## src/rtl/cache_fill_pkg.sv

```systemverilog
// Shared types and geometry constants for the cache-miss fill controller.
package cache_fill_pkg;

   // 16-bit words per cache block; must be a power of two.
   localparam int unsigned BLOCK_WORDS   = 8;
   // Byte-offset field width of a block address (16 bytes -> 4 bits).
   localparam int unsigned OFFSET_BITS   = $clog2(2 * BLOCK_WORDS);
   // Width of the per-word issue/receive counters.
   localparam int unsigned WORD_CNT_BITS = $clog2(BLOCK_WORDS);

   // Controller states: idle (write-through forwarding) or block fill.
   typedef enum logic [0:0] {
      StIdle = 1'b0,
      StFill = 1'b1
   } fill_state_e;

endpackage

```

## src/rtl/cache_fill_fsm_fill_counter.sv

```systemverilog
// Word counter used for both read issue and read-data receive during a block fill.
// Wraps at the block size; a sticky done flag records that the last word was counted,
// since a log2(BLOCK_WORDS)-bit counter alone cannot express "all words counted".
module fill_counter
   import cache_fill_pkg::*;
#(
   parameter int unsigned Width = WORD_CNT_BITS
) (
   input  logic             clk,
   input  logic             rst,
   input  logic             clr,
   input  logic             inc,
   output logic [Width-1:0] cnt,
   output logic             tc,
   output logic             done
);

   logic [Width-1:0] cnt_q, cnt_d;
   logic             done_q, done_d;

   // Next count: clear wins over increment; done latches on the terminal increment.
   always_comb begin
      cnt_d  = cnt_q;
      done_d = done_q;
      if (clr) begin
         cnt_d  = '0;
         done_d = 1'b0;
      end else if (inc) begin
         cnt_d = cnt_q + 1'b1;
         if (cnt_q == '1) begin
            done_d = 1'b1;
         end
      end
   end

   // Count and done registers.
   always_ff @(posedge clk or posedge rst) begin
      if (rst) begin
         cnt_q  <= '0;
         done_q <= 1'b0;
      end else begin
         cnt_q  <= cnt_d;
         done_q <= done_d;
      end
   end

   assign cnt  = cnt_q;
   assign tc   = (cnt_q == '1);
   assign done = done_q;

endmodule

```

## src/rtl/cache_fill_fsm.sv

```systemverilog
// Cache-miss fill controller. On a miss, issues one pipelined word read per cycle for
// the aligned block, writes each returned word into the data array, and writes the tag
// with the last word. In idle it forwards single-word write-through requests to memory.
// All outputs are combinational from state, counters, base and inputs.
module cache_fill_fsm #(
   parameter int unsigned ADDR_WIDTH  = 16,
   parameter int unsigned BLOCK_WORDS = 8,
   parameter int unsigned MEM_LATENCY = 4
) (
   input  logic                  clk,
   input  logic                  rst,
   input  logic                  miss_detected,
   input  logic [ADDR_WIDTH-1:0] miss_address,
   input  logic                  wr_req,
   input  logic [ADDR_WIDTH-1:0] wr_addr,
   input  logic [15:0]           wr_data,
   input  logic [15:0]           memory_data,
   input  logic                  memory_data_valid,
   output logic                  mem_enable,
   output logic                  mem_wr,
   output logic [ADDR_WIDTH-1:0] memory_address,
   output logic [15:0]           memory_wdata,
   output logic                  wr_ack,
   output logic                  fsm_busy,
   output logic                  write_data_array,
   output logic [ADDR_WIDTH-1:0] fill_word_addr,
   output logic [15:0]           fill_data,
   output logic                  write_tag_array
);

   import cache_fill_pkg::*;

   localparam int unsigned CntBits = $clog2(BLOCK_WORDS);
   // Byte-offset bits within a block; cleared to form the block base.
   localparam logic [ADDR_WIDTH-1:0] OffMask = ADDR_WIDTH'(2 * BLOCK_WORDS - 1);

   // Memory latency is fixed by the memory; the FSM only reacts to data_valid.
   if (BLOCK_WORDS < 2 || MEM_LATENCY < 1) begin : g_param_check
      $error("cache_fill_fsm: BLOCK_WORDS must be >= 2 and MEM_LATENCY >= 1");
   end

   fill_state_e           state_q, state_d;
   logic [ADDR_WIDTH-1:0] base_q, base_d;

   logic               cnt_clr;
   logic               issue_inc, recv_inc;
   logic [CntBits-1:0] issue_cnt, recv_cnt;
   logic               issue_tc, recv_tc;
   logic               issue_done, recv_done;

   logic [ADDR_WIDTH-1:0] issue_addr, recv_addr;

   // Issue counter: one read request per cycle until the block has been requested.
   fill_counter #(
      .Width (CntBits)
   ) u_issue_cnt (
      .clk  (clk),
      .rst  (rst),
      .clr  (cnt_clr),
      .inc  (issue_inc),
      .cnt  (issue_cnt),
      .tc   (issue_tc),
      .done (issue_done)
   );

   // Receive counter: advances on each returned word.
   fill_counter #(
      .Width (CntBits)
   ) u_recv_cnt (
      .clk  (clk),
      .rst  (rst),
      .clr  (cnt_clr),
      .inc  (recv_inc),
      .cnt  (recv_cnt),
      .tc   (recv_tc),
      .done (recv_done)
   );

   // Word byte addresses within the aligned block (no carry out of the offset field).
   assign issue_addr = base_q + {{(ADDR_WIDTH - CntBits - 1){1'b0}}, issue_cnt, 1'b0};
   assign recv_addr  = base_q + {{(ADDR_WIDTH - CntBits - 1){1'b0}}, recv_cnt, 1'b0};

   // Data paths are pure forwards.
   assign memory_wdata = wr_data;
   assign fill_data    = memory_data;

   // Next-state and output decode.
   always_comb begin
      state_d          = state_q;
      base_d           = base_q;
      cnt_clr          = 1'b0;
      issue_inc        = 1'b0;
      recv_inc         = 1'b0;
      mem_enable       = 1'b0;
      mem_wr           = 1'b0;
      memory_address   = '0;
      wr_ack           = 1'b0;
      fsm_busy         = 1'b0;
      write_data_array = 1'b0;
      fill_word_addr   = '0;
      write_tag_array  = 1'b0;

      unique case (state_q)
         StIdle: begin
            if (miss_detected) begin
               // Miss wins over a concurrent write-through; the writer holds its request.
               base_d  = miss_address & ~OffMask;
               cnt_clr = 1'b1;
               state_d = StFill;
            end else if (wr_req) begin
               mem_enable     = 1'b1;
               mem_wr         = 1'b1;
               memory_address = wr_addr;
               wr_ack         = 1'b1;
            end
         end

         StFill: begin
            fsm_busy = 1'b1;
            if (!issue_done) begin
               mem_enable     = 1'b1;
               memory_address = issue_addr;
               issue_inc      = 1'b1;
            end
            if (memory_data_valid && !recv_done) begin
               write_data_array = 1'b1;
               fill_word_addr   = recv_addr;
               recv_inc         = 1'b1;
               if (recv_tc) begin
                  write_tag_array = 1'b1;
                  state_d         = StIdle;
               end
            end
         end

         default: begin
            state_d = StIdle;
         end
      endcase
   end

   // State and block base registers.
   always_ff @(posedge clk or posedge rst) begin
      if (rst) begin
         state_q <= StIdle;
         base_q  <= '0;
      end else begin
         state_q <= state_d;
         base_q  <= base_d;
      end
   end

   // Issue terminal count is only consumed through the sticky done flag.
   logic unused_issue_tc;
   assign unused_issue_tc = issue_tc;

endmodule

```

## config.mk

```make
export PLATFORM = sky130hd
export DESIGN_NAME = cache_fill_fsm
export DESIGN_NICKNAME = d
export VERILOG_FILES = /design/src/rtl/cache_fill_pkg.sv /design/src/rtl/cache_fill_fsm_fill_counter.sv /design/src/rtl/cache_fill_fsm.sv
export SDC_FILE = /design/constraint.sdc
export NUM_CORES = 1
export LEC_CHECK = 0
export BUFFER_PORTS_ARGS = -buffer_cell sky130_fd_sc_hd__buf_4
export CAP_MARGIN = 20
export CORE_MARGIN = 2
export CORE_UTILIZATION = 33
export DETAILED_ROUTE_END_ITERATION = 8
export MAX_ROUTING_LAYER = met4
export PLACE_DENSITY_LB_ADDON = 0.05
export SLEW_MARGIN = 20
export SYNTH_ARGS = -nofsm -noshare
export SYNTH_HDL_FRONTEND = slang
export SYNTH_SLANG_ARGS = --single-unit
```

## constraint.sdc

```tcl
create_clock -name clk -period 1.8 [get_ports clk]
set_input_delay 0.36 -clock clk [delete_from_list [all_inputs] [get_ports clk]]
set_output_delay 0.36 -clock clk [all_outputs]
set_load 0.1 [all_outputs]
```

==> out/qor.csv <==
metric,value,unit
largest family of logic cells by synthesized area,buffers and inverters,
CTS tree,built,
site row count,24,
simple-gate share of the synthesized area,0.213,
Avg WL per Cell,16.9,µm
Syn Nets,246,
# nets final,296,
Synth cell types,28,
status,"complete, but fails checks",
Hold WC Path Type,primary input to async pin,
LEAKAGE,0.00127,µW
Final Power,5390,µW
clock period minus worst slack,1.89,ns
Gate Count Post-Synth,173,
"non-filler cells, final",274,
MaxCap Viol Count,0,
vias per cell,4.89,
Die Y,72.6,µm
clock sink count,21,
antenna violations before repair,0,
post-route DRC violation count,0,
Starting Density,0.350,
Setup TNS Final,-1.46,ns
worst slack at placement,0.00402,ns
Pwr Density,1940,nW/µm²
clk slew on worst S/H paths,0.08,ns
Diodes inserted,0,
violated checks,setup timing,
worst clock skew,0.00252,ns
Synth Register Bits,21,
Die Wd,72.6,µm
Critical Path RT,1.44,ns
GRT Util Overall,0.180,
post-synthesis mux area share,0.114,
DRT Pass-1 Iters,3,
"Design Area, Final",2780,µm²
Initial DRC Count,82,
post-route ant nets,0,
CP max FO,8,
synth warn,0,
Layout area overhead,78.8,%
final count of hold timing violations,0,
vias in the first global route,1476,
Worst VDD drop,957,µV
RSZ-0062 raised after global routing,true,
synthesized area per cell,8.98,µm²
critical path class,flip-flop to output port,
H-Tree Depth,1,
Core Footprint,4440,µm²
Final GP Congestion,0.744,
Reg2Reg Launch Point,state_q,
total CTS buffers,3,
PnR worst setup slack,-0.0893,ns
R2R setup slack,0.19,ns
CP startpoint kind,flip-flop,
Synth Area in Compound Gates,0.0862,
Worst Path Arrival,1.53,ns
Final Max Slew Viols,0,
Adder-Cell Fraction of Synth Area,0.0322,
"Setup violations, final",20,
achievable clock frequency,529,MHz
Reg2Reg Depth,5,
"Seq/Total Area, Yosys",0.338,
overflow left after global routing,0,
clk_lat worst skew,0.26,ns
fin crit share,1.05,
DP Area,2160,µm²
number of fillers in the final layout,366,
CP endpoint kind,output port,
clock buffer depth,2,
share of layout cells above drive strength 1,0.694,
xor and xnor area share after synthesis,0,
total die area,5270,µm²
root buf cell,clkbuf_8,
HPWL Detailed,3400,µm
largest net degree at the start of global routing,22,
placed insts,264,
Vias,1339,
number of buffers added on ports,69,
first-pass GRT wire length,7120,µm
Mapped Area,1550,µm²
Ports,139,
reg-to-reg critical path endpoint,base_q[14],
WL final,4640,µm
==> how the worst max path moves through the flow <==
stage             startpoint                 end  depth (start not counted)
2_1_floorplan        state_q  memory_address[15]                          3
3_3_place_gp   miss_detected   memory_address[7]                          6
3_5_place_dp   miss_detected   memory_address[4]                          6
4_1_cts              state_q   fill_word_addr[7]                          4
5_1_grt              state_q  fill_word_addr[11]                          4
6_report             state_q  fill_word_addr[11]                          4
==> cell usage in the layout (no fill, tap or decap) <==
cell,synthesis,layout
clkinv_2,0,1
nand3_1,1,1
buf_12,0,32
a31oi_1,1,1
and2b_4,0,1
or2_4,0,1
nand2_4,0,7
buf_8,0,5
and3b_2,0,1
a21o_1,1,1
dfrtp_2,0,1
dfrtp_4,0,1
ha_1,4,4
mux2_2,5,5
nand3b_1,8,8
and3_4,0,1
a22o_1,2,2
nor2_4,0,1
nand2_1,25,18
dfrtp_1,21,19
mux2_4,8,8
nand2b_1,1,1
clkbuf_8,0,3
and2_4,0,16
nor2b_1,3,1
conb_1,1,1
o211ai_1,1,1
buf_6,2,8
o21ai_4,0,15
o21ai_0,15,1
a21oi_1,3,3
nor2b_2,0,1
nor2_1,5,4
inv_1,2,2
buf_4,36,45
nor2b_4,0,1
==> per-stage QoR <==
| step | utilization | hold WS, ns |
|---|---|---|
| 2_1_floorplan | - | 0.337 |
| 3_3_place_gp | 0.486 | 0.422 |
| 3_5_place_dp | 0.486 | 0.423 |
| 4_1_cts | 0.599 | 0.136 |
| 5_1_grt | 0.625 | 0.153 |
| 6_report | 0.625 | 0.131 |
==> synth_stat cells <==
master | n | area share
buf_4 | 36 | 0.17
nand2_1 | 25 | 0.060
dfrtp_1 | 21 | 0.34
and2_1 | 16 | 0.064
o21ai_0 | 15 | 0.048
mux2_4 | 8 | 0.077
nand3b_1 | 8 | 0.039
buf_2 | 5 | 0.016
mux2_2 | 5 | 0.036
nor2_1 | 5 | 0.012
ha_1 | 4 | 0.032
a21oi_1 | 3 | 0.0097
nor2b_1 | 3 | 0.012
a22o_1 | 2 | 0.011
buf_6 | 2 | 0.014
clkbuf_1 | 2 | 0.0048
inv_1 | 2 | 0.0048
a21o_1 | 1 | 0.0048
a31oi_1 | 1 | 0.0040
and2b_1 | 1 | 0.0048
and3_1 | 1 | 0.0040
and3b_1 | 1 | 0.0056
conb_1 | 1 | 0.0024
nand2b_1 | 1 | 0.0040
nand3_1 | 1 | 0.0032
o211ai_1 | 1 | 0.0048
o21ai_1 | 1 | 0.0032
or2_1 | 1 | 0.0040
==> state kept, by name, summed over array words and instances, names as in the netlist <==
signal and cells:
state_q 1, u_issue_cnt.cnt 3, base_q 12, u_issue_cnt.done 1, u_recv_cnt.cnt 3, u_recv_cnt.done 1
==> per-layer routing <==
layer | GRT usage | share of wire
met5 | - | 0
met1 | 0.200 | 0.37
met2 | 0.316 | 0.54
met3 | 0.0276 | 0.066
met4 | 0.0844 | 0.024
==> worst max-delay path, stage by stage, from the launching register on <==
cell     delay, ns
dfrtp_4       0.53
and3b_2       0.26
buf_6         0.15
and2_4        0.16
buf_12        0.16
==> final cells by class <==
| class | count | area (µm²) | area share |
|---|---|---|---|
| clock buffers | 3 | 41.3 | 0.0149 |
| flip-flops and latches | 21 | 531 | 0.191 |
| inverters | 2 | 7.51 | 0.00270 |
| well taps | 52 | 65.1 | 0.0234 |
| repair buffers | 90 | 1140 | 0.412 |
| clock inverters | 1 | 5.00 | 0.00180 |
| multi-input cells | 105 | 986 | 0.355 |
==> what timing repair did <==
item | CTS | global route
resized for setup | 113 | 26
hold buffers | 0 | 0
endpoints found under the hold margin | 0 | 0
setup endpoints to repair | 33 | 35
pin swaps | 5 | 6
gates cloned | 1 | 0
buffers inserted | 4 | 1
==> logic make-up (layout without fill, tap and decap cells) <==
kind of cell / count (synthesis) / in the layout
muxes: 13 / 13
other: 1 / 1
buffers and inverters: 47 / 96
DFF: 21 / 21
adders and majority gates: 4 / 4
and+or+nand+nor: 63 / 63
AOI/OAI and AO/OA: 24 / 24
==> power by group <==
part / total, µW / internal, µW / switching (µW)
clock network: 317 / 154 / 163
logic: 4120 / 1640 / 2480
registers: 949 / 703 / 247
total: 5390 / 2500 / 2890
No activity file was read; power rests on OpenSTA's default activity.
